[config.mk]
export PLATFORM = sky130hd
export DESIGN_NAME = logic_operand_queue
export DESIGN_NICKNAME = d
export VERILOG_FILES = /design/src/rtl/logic_operand_queue.sv
export SDC_FILE = /design/constraint.sdc
export NUM_CORES = 1
export LEC_CHECK = 0
export ABC_AREA = 1
export CAP_MARGIN = 20
export CORE_UTILIZATION = 54
export DETAILED_ROUTE_END_ITERATION = 8
export PLACE_DENSITY = 0.87
export SLEW_MARGIN = 25
export SYNTH_ARGS = -nofsm -noshare
export SYNTH_HDL_FRONTEND = slang
export SYNTH_SLANG_ARGS = --single-unit
[constraint.sdc]
create_clock -name clk -period 2.73 [get_ports clk]
set_input_delay 0.546 -clock clk [delete_from_list [all_inputs] [get_ports clk]]
set_output_delay 0.546 -clock clk [all_outputs]
set_load 0.01 [all_outputs]
[src/rtl/logic_operand_queue.sv]
// Operand buffer in front of the bitwise AND/OR unit: a first-word-fall-through
// FIFO of {x, a, b} entries with valid/ready handshakes on both sides.
module logic_operand_queue #(
    parameter int WIDTH = 8,
    parameter int DEPTH = 4
) (
    input  logic                     clk,
    input  logic                     rst_n,
    input  logic                     flush,
    input  logic                     in_valid,
    output logic                     in_ready,
    input  logic                     in_x,
    input  logic [WIDTH-1:0]         in_a,
    input  logic [WIDTH-1:0]         in_b,
    output logic                     out_valid,
    input  logic                     out_ready,
    output logic                     x,
    output logic [WIDTH-1:0]         a,
    output logic [WIDTH-1:0]         b,
    output logic [$clog2(DEPTH):0]   count
);

    localparam int AW = $clog2(DEPTH);
    localparam int CW = AW + 1;

    typedef struct packed {
        logic             x;
        logic [WIDTH-1:0] a;
        logic [WIDTH-1:0] b;
    } entry_t;

    entry_t          mem [DEPTH];
    entry_t          head;
    logic [AW-1:0]   wr_ptr;
    logic [AW-1:0]   rd_ptr;
    logic            full;
    logic            empty;
    logic            push;
    logic            pop;

    assign full  = (count == CW'(DEPTH));
    assign empty = (count == '0);

    // in_ready ignores out_ready on purpose: a full queue never accepts,
    // even when the head is leaving in the same cycle.
    assign in_ready  = !full && !flush && rst_n;
    assign out_valid = !empty;

    assign push = in_valid && in_ready;
    assign pop  = out_valid && out_ready;

    // Pointers wrap naturally because DEPTH is a power of two.
    always_ff @(posedge clk) begin
        if (!rst_n) begin
            wr_ptr <= '0;
            rd_ptr <= '0;
            count  <= '0;
        end else if (flush) begin
            wr_ptr <= '0;
            rd_ptr <= '0;
            count  <= '0;
        end else begin
            if (push) wr_ptr <= wr_ptr + 1'b1;
            if (pop)  rd_ptr <= rd_ptr + 1'b1;
            case ({push, pop})
                2'b10:   count <= count + 1'b1;
                2'b01:   count <= count - 1'b1;
                default: count <= count;
            endcase
        end
    end

    // NOTE: storage has no reset; stale contents are hidden by the output mask.
    always_ff @(posedge clk) begin
        if (push) mem[wr_ptr] <= '{x: in_x, a: in_a, b: in_b};
    end

    assign head = mem[rd_ptr];
    assign x    = out_valid & head.x;
    assign a    = head.a & {WIDTH{out_valid}};
    assign b    = head.b & {WIDTH{out_valid}};

endmodule

==> results of run 1 <==
metal layers:
layer  GRT usage, %  vias to the layer above  wire length [µm]
li1               -                     1036                 -
met1          26.77                     1003              2586
met2          36.17                       82              3201
met3          6.092                        7               335
met4          8.545                        0                77
met5              0                        -                 0
area by class of cell:
| cell class | count | area [µm²] | area share [%] |
|---|---|---|---|
| clock buffer | 9 | 123.9 | 3.173 |
| clock inverter | 7 | 97.59 | 2.500 |
| tap | 72 | 90.09 | 2.308 |
| multi-input combinational | 164 | 788.3 | 20.19 |
| timing repair buffer | 50 | 495.5 | 12.69 |
| sequential | 77 | 2222 | 56.92 |
| inverter | 21 | 86.33 | 2.212 |
final timing paths:
check / endpoint / slack, ns / cells after the start
hold / removal: rd_ptr[1] / 0.51 / 2
hold reg to reg: rd_ptr[1] / 0.51 / 2
setup / recovery: b[0] / 0.13 / 5
setup reg to reg: count[2] / 0.87 / 12
logic make-up (layout without fill, tap and decap cells):
| logic type | after synthesis | in the layout | share of synthesized area [%] |
|---|---|---|---|
| AOI/OAI and AO/OA | 59 | 59 | 9.258 |
| adders and majority gates | 6 | 6 | 2.589 |
| buffers and inverters | 32 | 87 | 5.610 |
| DFF | 77 | 77 | 69.67 |
| and+or+nand+nor | 99 | 99 | 12.87 |
worst register-to-register path, stage by stage, from the launching register on:
cell and delay, ns:
dfxtp_1 0.35, nor2_4 0.16, nand2_1 0.13, nand3_2 0.15, ha_1 0.19, inv_1 0.07
fa_1 0.37, inv_1 0.07, nand2_1 0.05, nand3_1 0.09, nand2_1 0.06, nand2_1 0.05
nor2_1 0.03
synthesized netlist by cell type, drive strengths merged:
cell type / n / area share, %
fa: 1 / 0.63
nand4: 2 / 0.39
ha: 5 / 2.0
dfxtp: 9 / 5.6
nand2: 15 / 2.0
o21ai: 36 / 5.6
buf: 11 / 2.9
a21oi: 23 / 3.6
nand3: 5 / 0.94
inv: 21 / 2.7
edfxtp: 68 / 64
nor2: 77 / 9.5
flip-flops by register name, summed over array words and instances (netlist names), named ones only:
name / cells
count: 3
mem: 68
rd_ptr: 2
wr_ptr: 2
where the power goes:
group          leakage, µW  internal (µW)  switching, µW  total, µW
clock             0.000108            519            430        949
sequential        0.000687           1290           4.74       1300
combinational     0.000580           69.2           74.1        143
per-stage QoR:
step / area, µm² / util [%]
2_1_floorplan: 3189 / -
6_report: 3904 / 69.61
3_5_place_dp: 3682 / 65.66
3_3_place_gp: 3682 / 65.66
5_1_grt: 3904 / 69.61
4_1_cts: 3904 / 69.61
cells in the final DEF, fill, tap and decap left out, drive strengths merged:
cell type      netlist  final
dfxtp                9      9
fa                   1      1
clkbuf               0      9
edfxtp              68     68
ha                   5      5
bufinv               0      2
clkdlybuf4s50        0     43
nand2               15     15
a21oi               23     23
clkinvlp             0      1
o21ai               36     36
clkinv               0      2
buf                 11      7
nor2                77     77
inv                 21     23
nand3                5      5
nand4                2      2
==> impl_results.md, run 1 <==
* TritonCTS clock tree: built
* Crit-path max FO at 35
* Die width at 78.85 µm
* Total power at 2388 µW
* CP required at 2.18 ns
* DR iter-0 viols at 179
* Syn Inst Count at 273
* Reg clk slew, reported paths at 0.09 ns
* Core box area at 5608 µm²
* Peak Freq at 0.3839 GHz
* Critical Path Max Stage Delay at 0.57 ns
* CP arrival at 2.06 ns
* Final Hold Viols at 0
* Clk sinks at 77
* # rows at 27
* Slowest-stage cell, CP: clkdlybuf4s50_1
* Drt first pass iters at 4
* Worst setup EP type: primary output
* Remaining antenna violation count at 0
* RSZ-0062 raised after global routing: no
* Worst Tran Pin Value at 0.3358 ns
* Lkg Pwr at 0.001375 µW
* Worst hold slack at 0.5083 ns
* GP Congestion at 0.8078
* Max-slew headroom at 77.61%
* Number of I/O port buffers at 43
* Post-synthesis sequential area ratio at 69.67%
* Final setup violating endpoints at 0
* Gr usage total at 21.67%
* Total Nets Final at 351
* CP Cell Sequence: buf_12, inv_4, o21ai_1, a21oi_1, clkdlybuf4s50_1
* Routed WL at 6201 µm
* DP Worst Slack at 0.2565 ns
* Area grow syn2layout at 22.40%
* Via count at 2128
* Worst Skew at 0.009472 ns
* Die area at 6217 µm²
* DRC viols at 0
* Max Slew Vio Count at 0
* Min-delay src: rd_ptr[1]
* Postcts setup bufs at 0
* Initial antenna violation count at 0
* CTS HTree Levels at 3
* Syn nets at 301
* Final Non-Filler Cells at 400
* Post-CTS sizing at 0
* PD cells at 611.6 nW/µm²
* Share of layout cells above drive strength 1 at 8.841%
* Die height at 78.85 µm
* Vias in the first global route at 2070
* Fillers at 377
* Avg Cell Area, Syn at 11.68 µm²
* Crit path buf inv count at 3
* Inserted Clock Buffers at 9
* Grt total ovfl at 0
* Worst-Skew Late Latency at 0.35 ns
* Synth Cell Area at 3189 µm²
* FF-to-FF Start: count[0]
* Final worst slack at 0.1254 ns
* Clock buffer depth at 2
* Yosys reg bits at 77
* Critical path launch point type: register
* CTS Hold Bufs at 0
* Worst Hold Class: register to register
* Initial Utilization at 56.87%
* Clock root buffer: clkbuf_8
* Largest net degree at the start of global routing at 36
* Status: finished clean
* YS warnings at 0
* Final worst path period share at 95.41%
* Post-DR wirelength/cell at 15.50 µm
* Dpl cells at 384
* VDD IR-drop max at 0.3768 mV
* Crit path kind: register to primary output
* Vias/cell at 5.320
* Top delay family on crit path: buffers and inverters
* Diodes inserted at 0
* I/O pin total at 44
* Cell variety after synth at 18
* DP Wirelength at 3615 µm
* Sum Neg Setup Slack at 0 ns
* Fin crit period at 2.605 ns
* Max-cap viol count at 0
* Global-route wire length before repair at 9770 µm
No activity file was read; power rests on OpenSTA's default activity.
==> run 2, diff against run 1 <==
--- a/config.mk
+++ b/config.mk
@@ -7,9 +7,10 @@
 export LEC_CHECK = 0
 export ABC_AREA = 1
 export CAP_MARGIN = 20
-export CORE_UTILIZATION = 54
+export CORE_UTILIZATION = 61
 export DETAILED_ROUTE_END_ITERATION = 8
-export PLACE_DENSITY = 0.87
+export DONT_BUFFER_PORTS = 1
+export PLACE_DENSITY = 0.85
 export SLEW_MARGIN = 25
 export SYNTH_ARGS = -nofsm -noshare
 export SYNTH_HDL_FRONTEND = slang
==> impl_results.md, run 2 (synthesized netlist as in run 1, its figures left out) <==
* Status: finished clean (unchanged)
* Reg clk slew, reported paths at 0.08 ns (was 0.09 ns)
* Min-delay src: in_b[4] (was rd_ptr[1])
* Worst Hold Class: input pin to register (was register to register)
* Number of I/O port buffers at 0 (was 43)
* Gr usage total at 22.97% (was 21.67%)
* VDD IR-drop max at 0.3936 mV (was 0.3768 mV)
* Largest Register: mem (unchanged)
* CP arrival at 1.81 ns (was 2.06 ns)
* Core box area at 4880 µm² (was 5608 µm²)
* Most frequent cells in the layout: nor2_1 (75), edfxtp_1 (68), o21ai_1 (30), a21oi_1 (23), inv_1 (18) (was nor2_1 (75), edfxtp_1 (68), clkdlybuf4s50_1 (43), o21ai_1 (30), a21oi_1 (23))
* Max reg flops at 68 (unchanged)
* # rows at 25 (was 27)
* Crit-path max FO at 16 (was 35)
* Vias/cell at 5.548 (was 5.320)
* Worst setup EP type: primary output (unchanged)
* Share of layout cells above drive strength 1 at 11.42% (was 8.841%)
* Die width at 74.31 µm (was 78.85 µm)
* Post-DR wirelength/cell at 15.93 µm (was 15.50 µm)
* DP Wirelength at 3674 µm (was 3615 µm)
* Initial antenna violation count at 0 (unchanged)
* Remaining antenna violation count at 0 (unchanged)
* Final setup violating endpoints at 0 (unchanged)
* Peak Freq at 0.4248 GHz (was 0.3839 GHz)
* Clk sinks at 77 (unchanged)
* Initial Utilization at 65.36% (was 56.87%)
* I/O pin total at 44 (unchanged)
* CTS HTree Levels at 3 (unchanged)
* Crit path kind: register to primary output (unchanged)
* Global-route wire length before repair at 8963 µm (was 9770 µm)
* CTS Hold Bufs at 0 (unchanged)
* Routed WL at 5671 µm (was 6201 µm)
* TritonCTS clock tree: built (unchanged)
* Max-slew headroom at 68.88% (was 77.61%)
* Clock root buffer: clkbuf_8 (unchanged)
* Commonest non-fill, non-tap cell in the layout: nor2_1 (unchanged)
* Largest net degree at the start of global routing at 35 (was 36)
* Max-cap viol count at 0 (unchanged)
* Worst Skew at 0.007879 ns (was 0.009472 ns)
* PD cells at 617.5 nW/µm² (was 611.6 nW/µm²)
* Biggest regs: mem: 68 flops, count: 3 flops (unchanged)
* Inserted Clock Buffers at 9 (unchanged)
* DR iter-0 viols at 161 (was 179)
* Area grow syn2layout at 7.768% (was 22.40%)
* Final Hold Viols at 0 (unchanged)
* Max Slew Vio Count at 0 (unchanged)
* RSZ-0062 raised after global routing: no (unchanged)
* Die area at 5521 µm² (was 6217 µm²)
* Clock buffer depth at 2 (unchanged)
* Drt first pass iters at 4 (unchanged)
* Lkg Pwr at 0.001200 µW (was 0.001375 µW)
* Via count at 1975 (was 2128)
* CP required at 2.18 ns (about the same)
* Worst-Skew Late Latency at 0.35 ns (about the same)
* Final worst path period share at 86.24% (was 95.41%)
* Total Nets Final at 312 (was 351)
* Vias in the first global route at 1948 (was 2070)
* FF-to-FF Start: count[2] (was count[0])
* GP Congestion at 0.7095 (was 0.8078)
* Fin crit period at 2.354 ns (was 2.605 ns)
* Critical path launch point type: register (unchanged)
* Final worst slack at 0.3758 ns (was 0.1254 ns)
* Grt total ovfl at 0 (unchanged)
* Postcts setup bufs at 0 (unchanged)
* Sum Neg Setup Slack at 0 ns (unchanged)
* DRC viols at 0 (unchanged)
* DP Worst Slack at 0.7549 ns (was 0.2565 ns)
* Worst Tran Pin Value at 0.4662 ns (was 0.3358 ns)
* Worst hold slack at 0.2851 ns (was 0.5083 ns)
* Die height at 74.31 µm (was 78.85 µm)
* Diodes inserted at 0 (unchanged)
* Post-CTS sizing at 0 (unchanged)
run 2: cell count changes in the layout (fill, tap and decap cells not counted):
cell	before	now
clkdlybuf4s50_1	43	0
buf_4	6	11
clkinvlp_4	1	5
bufinv_16	2	0
buf_12	1	0
clkinv_4	1	0
inv_6	2	1
run 2: worst max-delay path, stage by stage, from the launching register on:
cell and delay [ns]:
dfxtp_1 0.62, buf_4 0.30, nor2_1 0.07, nor2_1 0.12
o21ai_1 0.08, a21oi_1 0.26
run 2: stage by stage:
stage	power, µW	cells	instance area (µm²)	util [%]
finish	2122	356	3437	70.44
global route	2186	356	3437	70.44
CTS	2133	356	3437	70.44
detailed placement	1396	340	3263	66.87
global placement	1393	340	3263	66.87
floorplan	1381	273	3189	-
run 2: report_power, final:
group	switching, µW	internal, µW	total, µW
combinational	51.9	20.0	71.9
sequential	6.51	1290	1300
clock	424	329	753
total	483	1640	2120
run 2: cell type report:
| class | instances | area, µm² |
|---|---|---|
| Clock buffer | 9 | 123.9 |
| Sequential cell | 77 | 2222 |
| Inverter | 21 | 86.33 |
| Tap cell | 67 | 83.83 |
| Multi-Input combinational cell | 164 | 788.3 |
| Clock inverter | 7 | 50.05 |
| Fill cell | 371 | 1443 |
| Timing Repair Buffer | 11 | 82.58 |
run 2: worst paths after layout:
kind                                   to  slack [ns]  cells after the start
worst max-delay path                 a[5]        0.38                      5
worst min-delay path            mem[3][4]        0.29                      0
worst max register to register   count[2]        0.73                     11
worst min register to register   register        0.51                      2
run 2: per-layer routing:
metal  global-route usage [%]  vias up  share of wire (%)
li1                         -      956                  -
met5                        0        -                  0
met1                    26.30      941                 40
met3                    9.485       12                8.1
met4                    10.27        0                1.9
met2                    38.08       66                 50
